## config.mk

```make
export PLATFORM = sky130hd
export DESIGN_NAME = uart_tx
export DESIGN_NICKNAME = d
export VERILOG_FILES = /design/src/rtl/uart_pkg.sv /design/src/rtl/uart_tx_fifo.sv /design/src/rtl/uart_tx.sv
export SDC_FILE = /design/constraint.sdc
export NUM_CORES = 1
export LEC_CHECK = 0
export ABC_AREA = 1
export CAP_MARGIN = 20
export CORE_MARGIN = 10
export CORE_UTILIZATION = 51
export CTS_CLUSTER_SIZE = 12
export DETAILED_ROUTE_END_ITERATION = 12
export PLACE_DENSITY_LB_ADDON = 0.05
export RECOVER_POWER = 50
export SETUP_SLACK_MARGIN = 0.5
export SLEW_MARGIN = 20
export SYNTH_ARGS = -nofsm -noshare
export SYNTH_HDL_FRONTEND = slang
export SYNTH_SLANG_ARGS = --single-unit
```

## constraint.sdc

```tcl
create_clock -name clk -period 3.91 [get_ports clk]
set_input_delay 1.173 -clock clk [delete_from_list [all_inputs] [get_ports clk]]
set_output_delay 1.173 -clock clk [all_outputs]
set_load 0.02 [all_outputs]
```

## src/rtl/uart_pkg.sv

```systemverilog
// Shared UART definitions used by both the transmitter and receiver.
package uart_pkg;

    typedef enum logic [1:0] {
        PAR_NONE = 2'd0,
        PAR_ODD  = 2'd1,
        PAR_EVEN = 2'd2
    } parity_e;

    typedef enum logic [2:0] {
        ST_IDLE,
        ST_START,
        ST_DATA,
        ST_PARITY,
        ST_STOP
    } tx_state_e;

    localparam int DIV_MIN = 2;

endpackage

```

## src/rtl/uart_tx_fifo.sv

```systemverilog
// Synchronous byte FIFO with show-ahead read data; pushes when full and pops when empty are ignored.
module uart_tx_fifo #(
    parameter int DEPTH = 16
) (
    input  logic                     clk,
    input  logic                     reset,
    input  logic                     push,
    input  logic [7:0]               wdata,
    input  logic                     pop,
    output logic [7:0]               rdata,
    output logic                     full,
    output logic                     empty,
    output logic [$clog2(DEPTH):0]   count
);
    localparam int AW = $clog2(DEPTH);

    logic [7:0]    mem [DEPTH];
    logic [AW-1:0] wptr_q, wptr_d;
    logic [AW-1:0] rptr_q, rptr_d;
    logic [AW:0]   count_q, count_d;
    logic          do_push, do_pop;

    assign full  = (count_q == (AW+1)'(DEPTH));
    assign empty = (count_q == '0);
    assign count = count_q;
    assign rdata = mem[rptr_q];

    always_comb begin
        do_push = push && !full;
        do_pop  = pop && !empty;
        wptr_d  = do_push ? wptr_q + AW'(1) : wptr_q;
        rptr_d  = do_pop  ? rptr_q + AW'(1) : rptr_q;
        count_d = count_q;
        if (do_push && !do_pop) begin
            count_d = count_q + (AW+1)'(1);
        end else if (do_pop && !do_push) begin
            count_d = count_q - (AW+1)'(1);
        end
    end

    always_ff @(posedge clk) begin
        if (reset) begin
            wptr_q  <= '0;
            rptr_q  <= '0;
            count_q <= '0;
        end else begin
            wptr_q  <= wptr_d;
            rptr_q  <= rptr_d;
            count_q <= count_d;
        end
    end

    // Storage needs no reset; only the pointers define what is valid.
    always_ff @(posedge clk) begin
        if (do_push) begin
            mem[wptr_q] <= wdata;
        end
    end

endmodule

```

## src/rtl/uart_tx.sv

```systemverilog
// UART transmitter: buffered bytes serialized as start/data/parity/stop frames, gated by cts_n at frame start.
module uart_tx
    import uart_pkg::*;
#(
    parameter int FIFO_DEPTH = 16,
    parameter int PARITY     = 0,
    parameter int STOP_BITS  = 1,
    parameter int DIV_W      = 16
) (
    input  logic                          clk,
    input  logic                          reset,
    input  logic [DIV_W-1:0]              divisor,
    input  logic [7:0]                    in_data,
    input  logic                          in_valid,
    output logic                          in_ready,
    input  logic                          cts_n,
    output logic                          tx,
    output logic                          busy,
    output logic [$clog2(FIFO_DEPTH):0]   fifo_count
);
    localparam parity_e PAR_MODE = parity_e'(PARITY);

    tx_state_e        state_q, state_d;
    logic [DIV_W-1:0] div_q, div_d;
    logic [DIV_W-1:0] cnt_q, cnt_d;
    logic [2:0]       bit_q, bit_d;
    logic             stop_q, stop_d;
    logic [7:0]       shift_q, shift_d;
    logic             par_q, par_d;
    logic             tx_q, tx_d;

    logic       fifo_pop, fifo_full, fifo_empty;
    logic [7:0] fifo_rdata;
    logic       bit_end, start_ok;

    uart_tx_fifo #(.DEPTH(FIFO_DEPTH)) u_fifo (
        .clk   (clk),
        .reset (reset),
        .push  (in_valid),
        .wdata (in_data),
        .pop   (fifo_pop),
        .rdata (fifo_rdata),
        .full  (fifo_full),
        .empty (fifo_empty),
        .count (fifo_count)
    );

    assign in_ready = !fifo_full;
    assign busy     = (state_q != ST_IDLE) || !fifo_empty;
    assign tx       = tx_q;
    assign bit_end  = (cnt_q == div_q - DIV_W'(1));
    assign start_ok = !fifo_empty && !cts_n;

    always_comb begin
        state_d  = state_q;
        div_d    = div_q;
        cnt_d    = (state_q == ST_IDLE || bit_end) ? '0 : cnt_q + DIV_W'(1);
        bit_d    = bit_q;
        stop_d   = stop_q;
        shift_d  = shift_q;
        par_d    = par_q;
        tx_d     = tx_q;
        fifo_pop = 1'b0;

        unique case (state_q)
            ST_IDLE: ;
            ST_START: begin
                if (bit_end) begin
                    state_d = ST_DATA;
                    bit_d   = '0;
                    tx_d    = shift_q[0];
                end
            end
            ST_DATA: begin
                if (bit_end) begin
                    shift_d = shift_q >> 1;
                    if (bit_q == 3'd7) begin
                        stop_d = 1'b0;
                        if (PAR_MODE != PAR_NONE) begin
                            state_d = ST_PARITY;
                            tx_d    = par_q;
                        end else begin
                            state_d = ST_STOP;
                            tx_d    = 1'b1;
                        end
                    end else begin
                        bit_d = bit_q + 3'd1;
                        tx_d  = shift_q[1];
                    end
                end
            end
            ST_PARITY: begin
                if (bit_end) begin
                    state_d = ST_STOP;
                    stop_d  = 1'b0;
                    tx_d    = 1'b1;
                end
            end
            ST_STOP: begin
                if (bit_end) begin
                    if (int'(stop_q) == STOP_BITS - 1) begin
                        state_d = ST_IDLE;
                        tx_d    = 1'b1;
                    end else begin
                        stop_d = 1'b1;
                    end
                end
            end
            default: begin
                state_d = ST_IDLE;
                tx_d    = 1'b1;
            end
        endcase

        // Frame start, either from idle or straight out of the last stop bit.
        if ((state_q == ST_IDLE || state_d == ST_IDLE) && start_ok) begin
            fifo_pop = 1'b1;
            state_d  = ST_START;
            shift_d  = fifo_rdata;
            par_d    = (PAR_MODE == PAR_ODD) ? ~^fifo_rdata : ^fifo_rdata;
            div_d    = (divisor < DIV_W'(DIV_MIN)) ? DIV_W'(DIV_MIN) : divisor;
            cnt_d    = '0;
            tx_d     = 1'b0;
        end
    end

    always_ff @(posedge clk) begin
        if (reset) begin
            state_q <= ST_IDLE;
            div_q   <= DIV_W'(DIV_MIN);
            cnt_q   <= '0;
            bit_q   <= '0;
            stop_q  <= 1'b0;
            shift_q <= '0;
            par_q   <= 1'b0;
            tx_q    <= 1'b1;
        end else begin
            state_q <= state_d;
            div_q   <= div_d;
            cnt_q   <= cnt_d;
            bit_q   <= bit_d;
            stop_q  <= stop_d;
            shift_q <= shift_d;
            par_q   <= par_d;
            tx_q    <= tx_d;
        end
    end

endmodule
```

==> impl_results.md, run 1 <==
- HPWL after DPL: roughly 14000 um
- Max-cap violations: 0
- Worst path required time: 2740 ps
- Yosys warnings: 0
- Fin. Hold Viols: 0
- FFs w/ async S/R, synth: 0%
- Crit Reg-Reg Startpoint: div_q[1]$_SDFFE_PP1N_
- Synth cell types: 46
- Die Width: 152.1 um
- Via density: about 5.4
- DR iter-0 viols: 434
- RSZ-0062 raised after global routing: yes
- DR WL/cell: 17.27 um
- Fin crit share: 84.93%
- Least-Margin Pin Slew: 1166 ps
- Starting Density: roughly half
- Area Overhead vs Synth: 16.05%
- Global Route Usage Sum: 17.71%
- Bufs on Longest Clock Path: 2
- Layout Nets: 1012
- Die Footprint: 23150 um2
- CTS tree: yes
- Sequential share of the synthesized area: ~58%
- Worst min-delay path startpoint: div_q[15]$_SDFFE_PP0N_
- DIE HEIGHT: about 150 um
- Num CTS Buffers: 17
- Initial antenna violation count: 0
- Placement Cell Area: 9590 um2
- Residual DRC: 0
- Core Rows: 48
- Worst EP arrival: 2150 ps
- Minimum setup slack among reg-to-reg paths: approximately 620 ps
- Placed cell count: around 1200
- WL final: 20860 um
- Slew Limit Fails: 0
- Reg-to-reg endpoint: u_fifo.count[4]$_SDFFE_PP0P_
- Worst-path maximum fanout: 5
- Net Count, Synth: 957
- First-pass GRT wire length: 33240 um
- Vias in the first global route: 6445
- Critical path endpoint category: output pin
- Setup-failing EPs final: 0
- Critical path type: reg -> out
- Status: completed
- Setup TNS Final: 0 ps
- Hold crit path type: reg -> reg
- Peak VDD IR: 354.1 uV
- Mapped Cells: 915
- Final non-filler cell area: 10330 um2
- Most frequent cells in the layout: nand2_1, edfxtp_1, inv_1
- First drt pass iteration count: 6
- ANT cells: 0
- Number of synthesized flops with an enable pin: 128
- Startpoint Class: register
- Total power: 6.443 mW
- CTS root buffer: clkbuf_16
- I/O pin cnt: 36
- IO Port Bufs: 35
- Final worst path period need: 3321 ps
- Most common cell after layout, fill and taps aside: nand2_1
- # clock sinks: ~190
- Fin cells: between 1000 and 1500
- Fill count: 1468
- Detail Route Antenna Nets: 0
- Max-Slew Margin vs Limit: 22.26%
- Final core utilization: 60.16%
- Synthesized flop and latch total: 192
- Fin Clk Skew: between 10 and 15 ps
- Core area: 17180 um2
- Synth top area share: between 40% and 50%
- Area of the mapped netlist: 8905 um2
- Worst-case reg-to-reg path depth: 28
- Leak Pwr: ~3.9 nW
- Worst-Skew Late Latency: 420 ps
- H-tree levels: 4
- Cell taking the most area after synthesis: edfxtp_1
- Clock slew at reported path FFs: 70 ps
- PwrDens: 623.5 nW/um2
- Top cells by area in the synthesized netlist: edfxtp_1, dfxtp_1, nand2_1, o21ai_0, inv_1
- Routed vias: 6547
- Total gr overflow: 0
- Hold Path Cell Cnt: 2
- Synth Area per Inst: 9.732 um2
- Worst min-delay path endpoint: div_q[15]$_SDFFE_PP0N_
- GP Congestion: 0.8928
- Ys flop type: edfxtp_1
- Share of cells above drive strength 1: 10.99%
- Maximum number of pins on one net before global-route repair: 50
- Upper clock frequency limit: about 0.30 GHz
## state kept, by name, summed over array words and instances, names as in the netlist, named ones only
register / count
cnt_q: 16
u_fifo.count: 5
u_fifo.wptr_q: 4
shift_q: 8
tx: 1
u_fifo.mem: 128
div_q: 16
u_fifo.rptr_q: 4
state_q: 3
bit_q: 3
## per-stage QoR
stage	worst slack (ps)	hold slack (ps)
2_1_floorplan	535.5	441.4
3_3_place_gp	240.6	458.0
3_5_place_dp	224.5	460.5
4_1_cts	506.7	475.0
5_1_grt	326.4	514.6
6_report	589.2	473.6
## timing repair
action	CTS	global route
pin swaps	2	21
endpoints found under the hold margin	0	0
resized for setup	8	23
endpoints found under the setup margin	2	20
hold buffers	0	0
buffers inserted	0	9
## worst max path at each step
stage	start	endpoint	slack, ps
3_3_place_gp	cts_n	u_fifo.count[4]$_SDFFE_PP0P_	240
6_report	u_fifo.count[1]$_SDFFE_PP0P_	busy	590
5_1_grt	div_q[1]$_SDFFE_PP1N_	u_fifo.count[4]$_SDFFE_PP0P_	330
2_1_floorplan	div_q[0]$_SDFFE_PP0N_	u_fifo.count[4]$_SDFFE_PP0P_	540
3_5_place_dp	cts_n	u_fifo.count[4]$_SDFFE_PP0P_	220
4_1_cts	div_q[0]$_SDFFE_PP0N_	u_fifo.count[4]$_SDFFE_PP0P_	510
## kinds of logic after synthesis
group                    share of synthesized area, %
XOR/XNOR                                        2.627
flip-flops                                      57.55
buffers and inverters                           6.309
multiplexers                                    3.611
adder cells (fa/ha/maj)                         2.051
AO/OA/AOI/OAI                                   10.09
AND/OR/NAND/NOR                                 17.76
## worst max-delay path, cell delays in order, from the launching register on
cell and delay (ps):
dfxtp_1 370, nor4_1 420, nand2_1 90, inv_1 190
nand2_1 100, clkdlybuf4s50_1 550
## power by group
group	switching (mW)	internal (mW)	leakage [nW]
clock	0.797	0.840	0.261
combinational	1.38	0.867	1.95
sequential	0.219	2.34	1.68
total	2.40	4.05	3.89
## per-layer routing
layer	vias to the layer above	GRT usage, %	routed length, um
met2	153	29.46	10160
li1	3209	-	-
met1	3154	22.89	9516
met4	0	5.915	294
met5	-	0	0
met3	31	3.020	884
## cell type report
class	instances	area, um2	share of cell area, %
clock buffers	19	432.9	4.189
clock inverters	13	117.6	1.138
inverters	115	439.2	4.250
multi-input cells	578	3328	32.21
flip-flops and latches	192	5131	49.65
well taps	225	281.5	2.724
repair buffers	66	603.1	5.836
## synthesized netlist by cell type (4+ instances only)
library cell	n
nand3_1	48
o211ai_1	12
nor2_2	6
o21ai_1	4
nor3_1	7
edfxtp_1	128
xor2_1	14
mux2i_1	31
a21oi_1	51
nor2_4	14
clkbuf_1	25
ha_1	13
o21ai_0	84
nand4_1	7
xnor2_1	10
nand2_1	143
nand3b_1	5
nor2_1	97
o22ai_1	5
inv_1	111
dfxtp_1	64
Note: power is estimated with default switching activity, not from simulation.
==> run 2: changes to the inputs <==
==> constraint.sdc (replaced) <==
create_clock -name clk -period 3.3 [get_ports clk]
set_input_delay 0.99 -clock clk [delete_from_list [all_inputs] [get_ports clk]]
set_output_delay 0.99 -clock clk [all_outputs]
set_load 0.02 [all_outputs]
==> run 2 against run 1 <==
  * Critical path depth grew 21
  * Wire length down 0.23%
  * Setup slack got worse by 420 ps
  * Final area is 0.59% higher
  * Total power is 19% higher
  * Largest cell class unchanged
==> impl_results.md, run 2 (synthesized netlist as in run 1, its figures left out) <==
- Clock slew at reported path FFs: around 80 ps
- Startpoint Class: register
- Residual DRC: 0
- Area Overhead vs Synth: 16.73%
- Critical path type: reg -> reg
- Worst-path maximum fanout: 6
- IO Port Bufs: 35
- Die Width: ~150 um
- First-pass GRT wire length: 33090 um
- Final worst path period need: approximately 3100 ps
- Biggest regs: u_fifo.mem: 128 flops, cnt_q: 16 flops, div_q: 16 flops
- Die Footprint: ~23000 um2
- I/O pin cnt: 36
- Setup TNS Final: 0 ps
- Max-cap violations: 0
- CTS tree: yes
- Core Rows: 48
- FF+latch area: 5131 um2
- Starting Density: 51.84%
- # clock sinks: 192
- Total gr overflow: 0
- Final hold slack: 474.4 ps
- Routed vias: 6448
- Worst-Skew Late Latency: ~430 ps
- Fin. Hold Viols: 0
- CTS root buffer: clkbuf_16
- Worst path required time: approximately 3600 ps
- Most frequent cells in the layout: nand2_1, edfxtp_1, inv_1
- Placement Cell Area: between 9000 and 10000 um2
- DR iter-0 viols: between 400 and 500
- Multi-input logic area: approximately 3300 um2
- Vias in the first global route: approximately 6300
- Hold crit path type: reg -> reg
- Fin Clk Skew: 13.19 ps
- Detail Route Antenna Nets: 0
- Slew Limit Fails: 0
- Place WS: between 80 and 90 ps
- Routed met3 length: 809 um
- Final non-filler cell area: 10400 um2
- Initial antenna violation count: 0
- PwrDens: 738.7 nW/um2
- Gate power share: 34.1%
- Switch share: 37.21%
- First drt pass iteration count: 5
- Cts hold-fix bufs: 0
- Uppermost layer routed: met4
- Setup-failing EPs final: 0
- Upper clock frequency limit: 0.3196 GHz
- Critical path endpoint category: register
- Status: completed
- WL final: 20810 um
- Fin crit share: 94.82%
- Clock power frac: 25.8%
- Peak VDD IR: 388.6 uV
- Bufs on Longest Clock Path: 2
- GP Congestion: 0.8522
- Routed length on met1: 9338 um
- ANT cells: 0
- Placed cell count: approximately 1200
- Final core utilization: about 61%
- Fin cells: 1214
- H-tree levels: 4
- Core area: ~17000 um2
- Most common cell after layout, fill and taps aside: nand2_1
- DR WL/cell: 17.14 um
- Via density: 5.311
- Detail Route met2 WL: between 10000 and 15000 um
- Maximum number of pins on one net before global-route repair: 78
- Share of cells above drive strength 1: 12.13%
- Fill count: 1469
- Seq pwr share: between 40% and 50%
- Net Sw Power: 2.857 mW
- Total power: about 7.7 mW
- Int Power: 4.821 mW
- Worst EP arrival: 3460 ps
- Num CTS Buffers: 17
- Reg with most FFs: u_fifo.mem
- RSZ-0062 raised after global routing: yes
- DIE HEIGHT: 152.1 um
- Final WS setup: around 170 ps
- Least-Margin Pin Slew: 919.7 ps
- HPWL after DPL: 13990 um
- Leak Pwr: ~3.9 nW
- Max-Slew Margin vs Limit: 38.69%
- Layout Nets: between 1000 and 1500
- Global Route Usage Sum: about 18%
- Max FFs per register: 128
-- run 2: cell types whose count changed in the layout (fill, tap and decap cells not counted), sizes merged --
| cell | delta |
|---|---|
| clkinv | +2 |
| nor2 | +1 |
| buf | +6 |
| clkdlybuf4s50 | -2 |
| clkbuf | -3 |
| dlymetal6s2s | +2 |
-- run 2: final timing paths --
check	slack, ps	startpoint	end	cells after the start
worst max-delay path	170	div_q[0]$_SDFFE_PP0N_	u_fifo.count[3]$_SDFFE_PP0P_	26
worst min-delay path	470	bit_q[1]$_SDFFE_PP0P_	bit_q[1]$_SDFFE_PP0P_	2
worst max register to register	170	div_q[0]$_SDFFE_PP0N_	u_fifo.count[3]$_SDFFE_PP0P_	26
worst min register to register	470	bit_q[1]$_SDFFE_PP0P_	bit_q[1]$_SDFFE_PP0P_	2
-- run 2: cell type report --
type,count,share of cell area [%]
Sequential cell,192,49.36
Timing Repair Buffer,71,6.054
Multi-Input combinational cell,579,32.19
Tap cell,225,2.708
Inverter,115,4.225
Clock inverter,15,1.372
Clock buffer,17,4.092
-- run 2: worst max-delay path, cell delays in order, from the launching register on --
cell and delay (ps):
dfxtp_2 360, inv_4 50, ha_4 260, inv_2 30
nand2_1 50, nand2_1 60, nor2_1 90, nand2_1 60
nor2_1 80, nand2_1 60, nor2_1 90, nand2_1 100
nor2_4 150, nand3_4 140, nand2_4 100, inv_2 40
nor2_4 90, nand4_4 100, ha_4 200, inv_4 80
ha_4 210, nand2_1 90, nor2_2 40, a211oi_2 230
xnor2_1 110, o21ai_1 130, inv_1 50
-- run 2: per-layer routing --
metal  up-vias  track usage (%)
li1       3207                -
met1      3078            21.77
met2       141            30.35
met3        22            3.613
met4         0            4.264
met5         -                0
-- run 2: repair_timing --
| item | CTS | global route |
|---|---|---|
| setup endpoints to repair | 34 | 51 |
| cloned | 0 | 1 |
| setup buffers | 4 | 5 |
| pin swaps | 8 | 6 |
| resized for setup | 2 | 17 |
-- run 2: power by group through the flow --
| stage | logic (mW) | clock network (mW) | registers, mW |
|---|---|---|---|
| 2_1_floorplan | 1.87 | 0 | 2.98 |
| 3_3_place_gp | 2.41 | 0 | 3.12 |
| 3_5_place_dp | 2.46 | 0 | 3.13 |
| 4_1_cts | 2.50 | 2.00 | 3.08 |
| 5_1_grt | 2.92 | 2.11 | 3.12 |
| 6_report | 2.62 | 1.98 | 3.08 |
==> run 3: changes to the inputs <==
--- a/config.mk
+++ b/config.mk
@@ -8,7 +8,8 @@
 export ABC_AREA = 1
 export CAP_MARGIN = 20
 export CORE_MARGIN = 10
-export CORE_UTILIZATION = 51
+export CORE_UTILIZATION = 60
+export CTS_BUF_LIST = sky130_fd_sc_hd__clkbuf_8
 export CTS_CLUSTER_SIZE = 12
 export DETAILED_ROUTE_END_ITERATION = 12
 export PLACE_DENSITY_LB_ADDON = 0.05
@@ -17,4 +18,5 @@
 export SLEW_MARGIN = 20
 export SYNTH_ARGS = -nofsm -noshare
 export SYNTH_HDL_FRONTEND = slang
+export SYNTH_HIERARCHICAL = 1
 export SYNTH_SLANG_ARGS = --single-unit
==> run 3 against run 2 <==
  * Utilization rose by 8.5 points
  * Sequential power fell by 5%
  * Clock power shrank 20%
  * Synthesized cell count rose by 18%
  * Critical path depth down 1
  * Wire length is 1.5% higher
  * Sequential share of layout area shrank 0.28 points
  * Largest power group unchanged
  * Worst hold slack worse by 0.60 ps
  * Setup slack better by 78 ps
  * Sequential cell count is the same
  * Global-route usage grew 3.4 points
==> impl_results.md, run 3 <==
- Max-Slew Margin vs Limit: 14.47%
- Number of synthesized flops with an enable pin: 128
- FFs w/ async S/R, synth: 0%
- CTS root buffer: clkbuf_8
- Reg-to-reg endpoint: u_fifo/count[4]$_SDFFE_PP0P_
- Total gr overflow: 0
- Routed vias: around 7100
- Worst path required time: 3680 ps
- ANT cells: 0
- Net Count, Synth: about 1100
- Slew Limit Fails: 0
- Multi-input logic area: 3381 um2
- First drt pass iteration count: 5
- Max FFs per register: between 100 and 150
- GP Congestion: between 0.8 and 0.9
- Worst-Skew Late Latency: about 470 ps
- Core area: 15150 um2
- Cell taking the most area after synthesis: edfxtp_1
- CTS tree: yes
- Synth Area per Inst: around 8.5 um2
- Worst min-delay path startpoint: bit_q[2]$_SDFFE_PP0P_
- Most common cell after layout, fill and taps aside: nand2_1
- RSZ-0062 raised after global routing: yes
- Worst EP arrival: between 3000 and 4000 ps
- Setup TNS Final: 0 ps
- Final non-filler cell area: 10450 um2
- Initial antenna violation count: 0
- Worst min-delay path endpoint: bit_q[2]$_SDFFE_PP0P_
- Share of cells above drive strength 1: 11.42%
- Hold Path Cell Cnt: 2
- Placement Cell Area: 9853 um2
- Final hold slack: 473.8 ps
- Ys flop type: edfxtp_1
- I/O pin cnt: 36
- HPWL after DPL: around 14000 um
- Upper clock frequency limit: between 0.3 and 0.4 GHz
- Clock slew at reported path FFs: 100 ps
- Status: completed
- Worst-path maximum fanout: 7
- Synthesized flop and latch total: ~190
- Synth top area share: 41.68%
- Least-Margin Pin Slew: 1283 ps
- Worst-case reg-to-reg path depth: 25
- Maximum number of pins on one net before global-route repair: 65
- Most frequent cells in the layout: nand2_1, inv_1, nand3_1
- # clock sinks: roughly 190
- Mapped Cells: 1081
- H-tree levels: 4
- Bufs on Longest Clock Path: 2
- Fill count: 1222
- Startpoint Class: register
- Num CTS Buffers: 17
- Fin. Hold Viols: 0
- Synth cell types: 34
- Biggest regs: u_fifo/mem: 128 flops, cnt_q: 16 flops, div_q: 16 flops
- WL final: 21110 um
- Top cells by area in the synthesized netlist: edfxtp_1, dfxtp_1, nand2_1, nand3_1, inv_1
- Critical path endpoint category: register
- Fin Clk Skew: 9.051 ps
- Max-cap violations: 0
- Via density: 5.317
- Hold crit path type: reg -> reg
- FF+latch area: 5131 um2
- IO Port Bufs: 35
- Yosys warnings: 6
- Most instantiated cells after synthesis: nand2_1, inv_1, nand3_1, edfxtp_1, nor2_1
- Critical path type: reg -> reg
- DR WL/cell: 15.71 um
- Count leader, synth: nand2_1
- Cts hold-fix bufs: 0
- Starting Density: 60.89%
- Vias in the first global route: 6701
- Core Rows: 45
- Die Footprint: 20730 um2
- PwrDens: approximately 700 nW/um2
- Reg with most FFs: u_fifo/mem
- Residual DRC: 0
- Detail Route Antenna Nets: 0
- Crit Reg-Reg Startpoint: div_q[1]$_SDFFE_PP1N_
- Die Width: between 100 and 150 um
- Setup-failing EPs final: 0
- Fin crit share: 92.45%
- DR iter-0 viols: 556
- Final worst path period need: around 3100 ps
- Global Route Usage Sum: a little over a fifth
- Leak Pwr: 4.526 nW
- Area of the mapped netlist: ~9000 um2
- DIE HEIGHT: 144.0 um
- Sequential share of the synthesized area: between 50% and 60%
- First-pass GRT wire length: 33740 um
- Peak VDD IR: 526.1 uV
- Layout Nets: 1185
- Minimum setup slack among reg-to-reg paths: 250 ps
- Area Overhead vs Synth: 13.35%
==> run 3: area by class of cell <==
type / instances / share of cell area [%]
Inverter: 176 / 6.403
Timing Repair Buffer: 75 / 5.984
Clock inverter: 15 / 1.700
Clock buffer: 17 / 2.238
Sequential cell: 192 / 49.08
Multi-Input combinational cell: 681 / 32.34
Tap cell: 188 / 2.250
==> run 3: kinds of logic after synthesis <==
kind of cell    count (synthesis)  share of synthesized area, %
simple gates                  590                         27.74
fa+ha+maj                      14                         1.981
buf+inv                       208                         9.470
xor+xnor                       21                         1.994
flops                         192                         55.57
compound gates                 56                         3.242
==> run 3: layer usage <==
layer  part of all wire (%)  global-route usage, %  vias to the layer above
li1                       -                      -                     3579
met4                    1.3                  6.878                        0
met3                    5.5                  4.034                       27
met1                     45                  27.31                     3359
met2                     49                  34.10                      181
met5                      0                      0                        -
==> run 3: worst max path at each step <==
stage | depth (start not counted) | start | endpoint | slack (ps)
floorplan | 27 | div_q[0]$_SDFFE_PP0N_ | u_fifo/count[4]$_SDFFE_PP0P_ | 230
global placement | 27 | div_q[0]$_SDFFE_PP0N_ | u_fifo/count[3]$_SDFFE_PP0P_ | 170
detailed placement | 26 | div_q[0]$_SDFFE_PP0N_ | u_fifo/count[3]$_SDFFE_PP0P_ | 90
CTS | 27 | div_q[1]$_SDFFE_PP1N_ | u_fifo/count[4]$_SDFFE_PP0P_ | 300
global route | 27 | div_q[0]$_SDFFE_PP0N_ | u_fifo/count[4]$_SDFFE_PP0P_ | 6
finish | 25 | div_q[1]$_SDFFE_PP1N_ | u_fifo/count[4]$_SDFFE_PP0P_ | 250
==> run 3: timing repair <==
item | CTS | global route
endpoints found under the hold margin | 0 | 0
endpoints found under the setup margin | 24 | 40
pin swaps | 16 | 5
resized for setup | 22 | 10
buffers inserted | 9 | 6
cloned | 0 | 0
==> run 3: per-stage QoR <==
stage | utilization (%) | power (mW) | setup slack, ps | std cells
global placement | 65.06 | 5.524 | 172.3 | 1297
global route | 69.02 | 7.799 | 5.884 | 1344
finish | 69.02 | 7.335 | 249.0 | 1344
floorplan | - | 4.934 | 231.9 | 1081
detailed placement | 65.06 | 5.569 | 85.06 | 1297
CTS | 68.69 | 7.258 | 302.7 | 1338
==> run 3: critical path, cell delays in order (launching register included) <==
cell and delay (ps):
dfxtp_2 340, inv_2 70, ha_4 150, nand3_4 90, nor2_4 220, nand3b_1 140, nand2_1 80, nand2_1 50
inv_2 50, nand2_2 50, nor2_4 150, nand2_4 90, nand2_2 90, nand3_2 100, nor2_4 120, nand2_2 70
inv_2 90, nand2_4 60, ha_4 170, inv_6 80, ha_4 200, or2_4 230, nand3_2 60, nand2_1 50
o21ai_1 110, inv_1 40
==> run 3: power breakdown <==
part	internal [mW]	leakage (nW)	total, mW	switching [mW]
clock	0.702	0.210	1.59	0.888
sequential	2.77	1.68	2.94	0.174
combinational	0.989	2.64	2.81	1.82
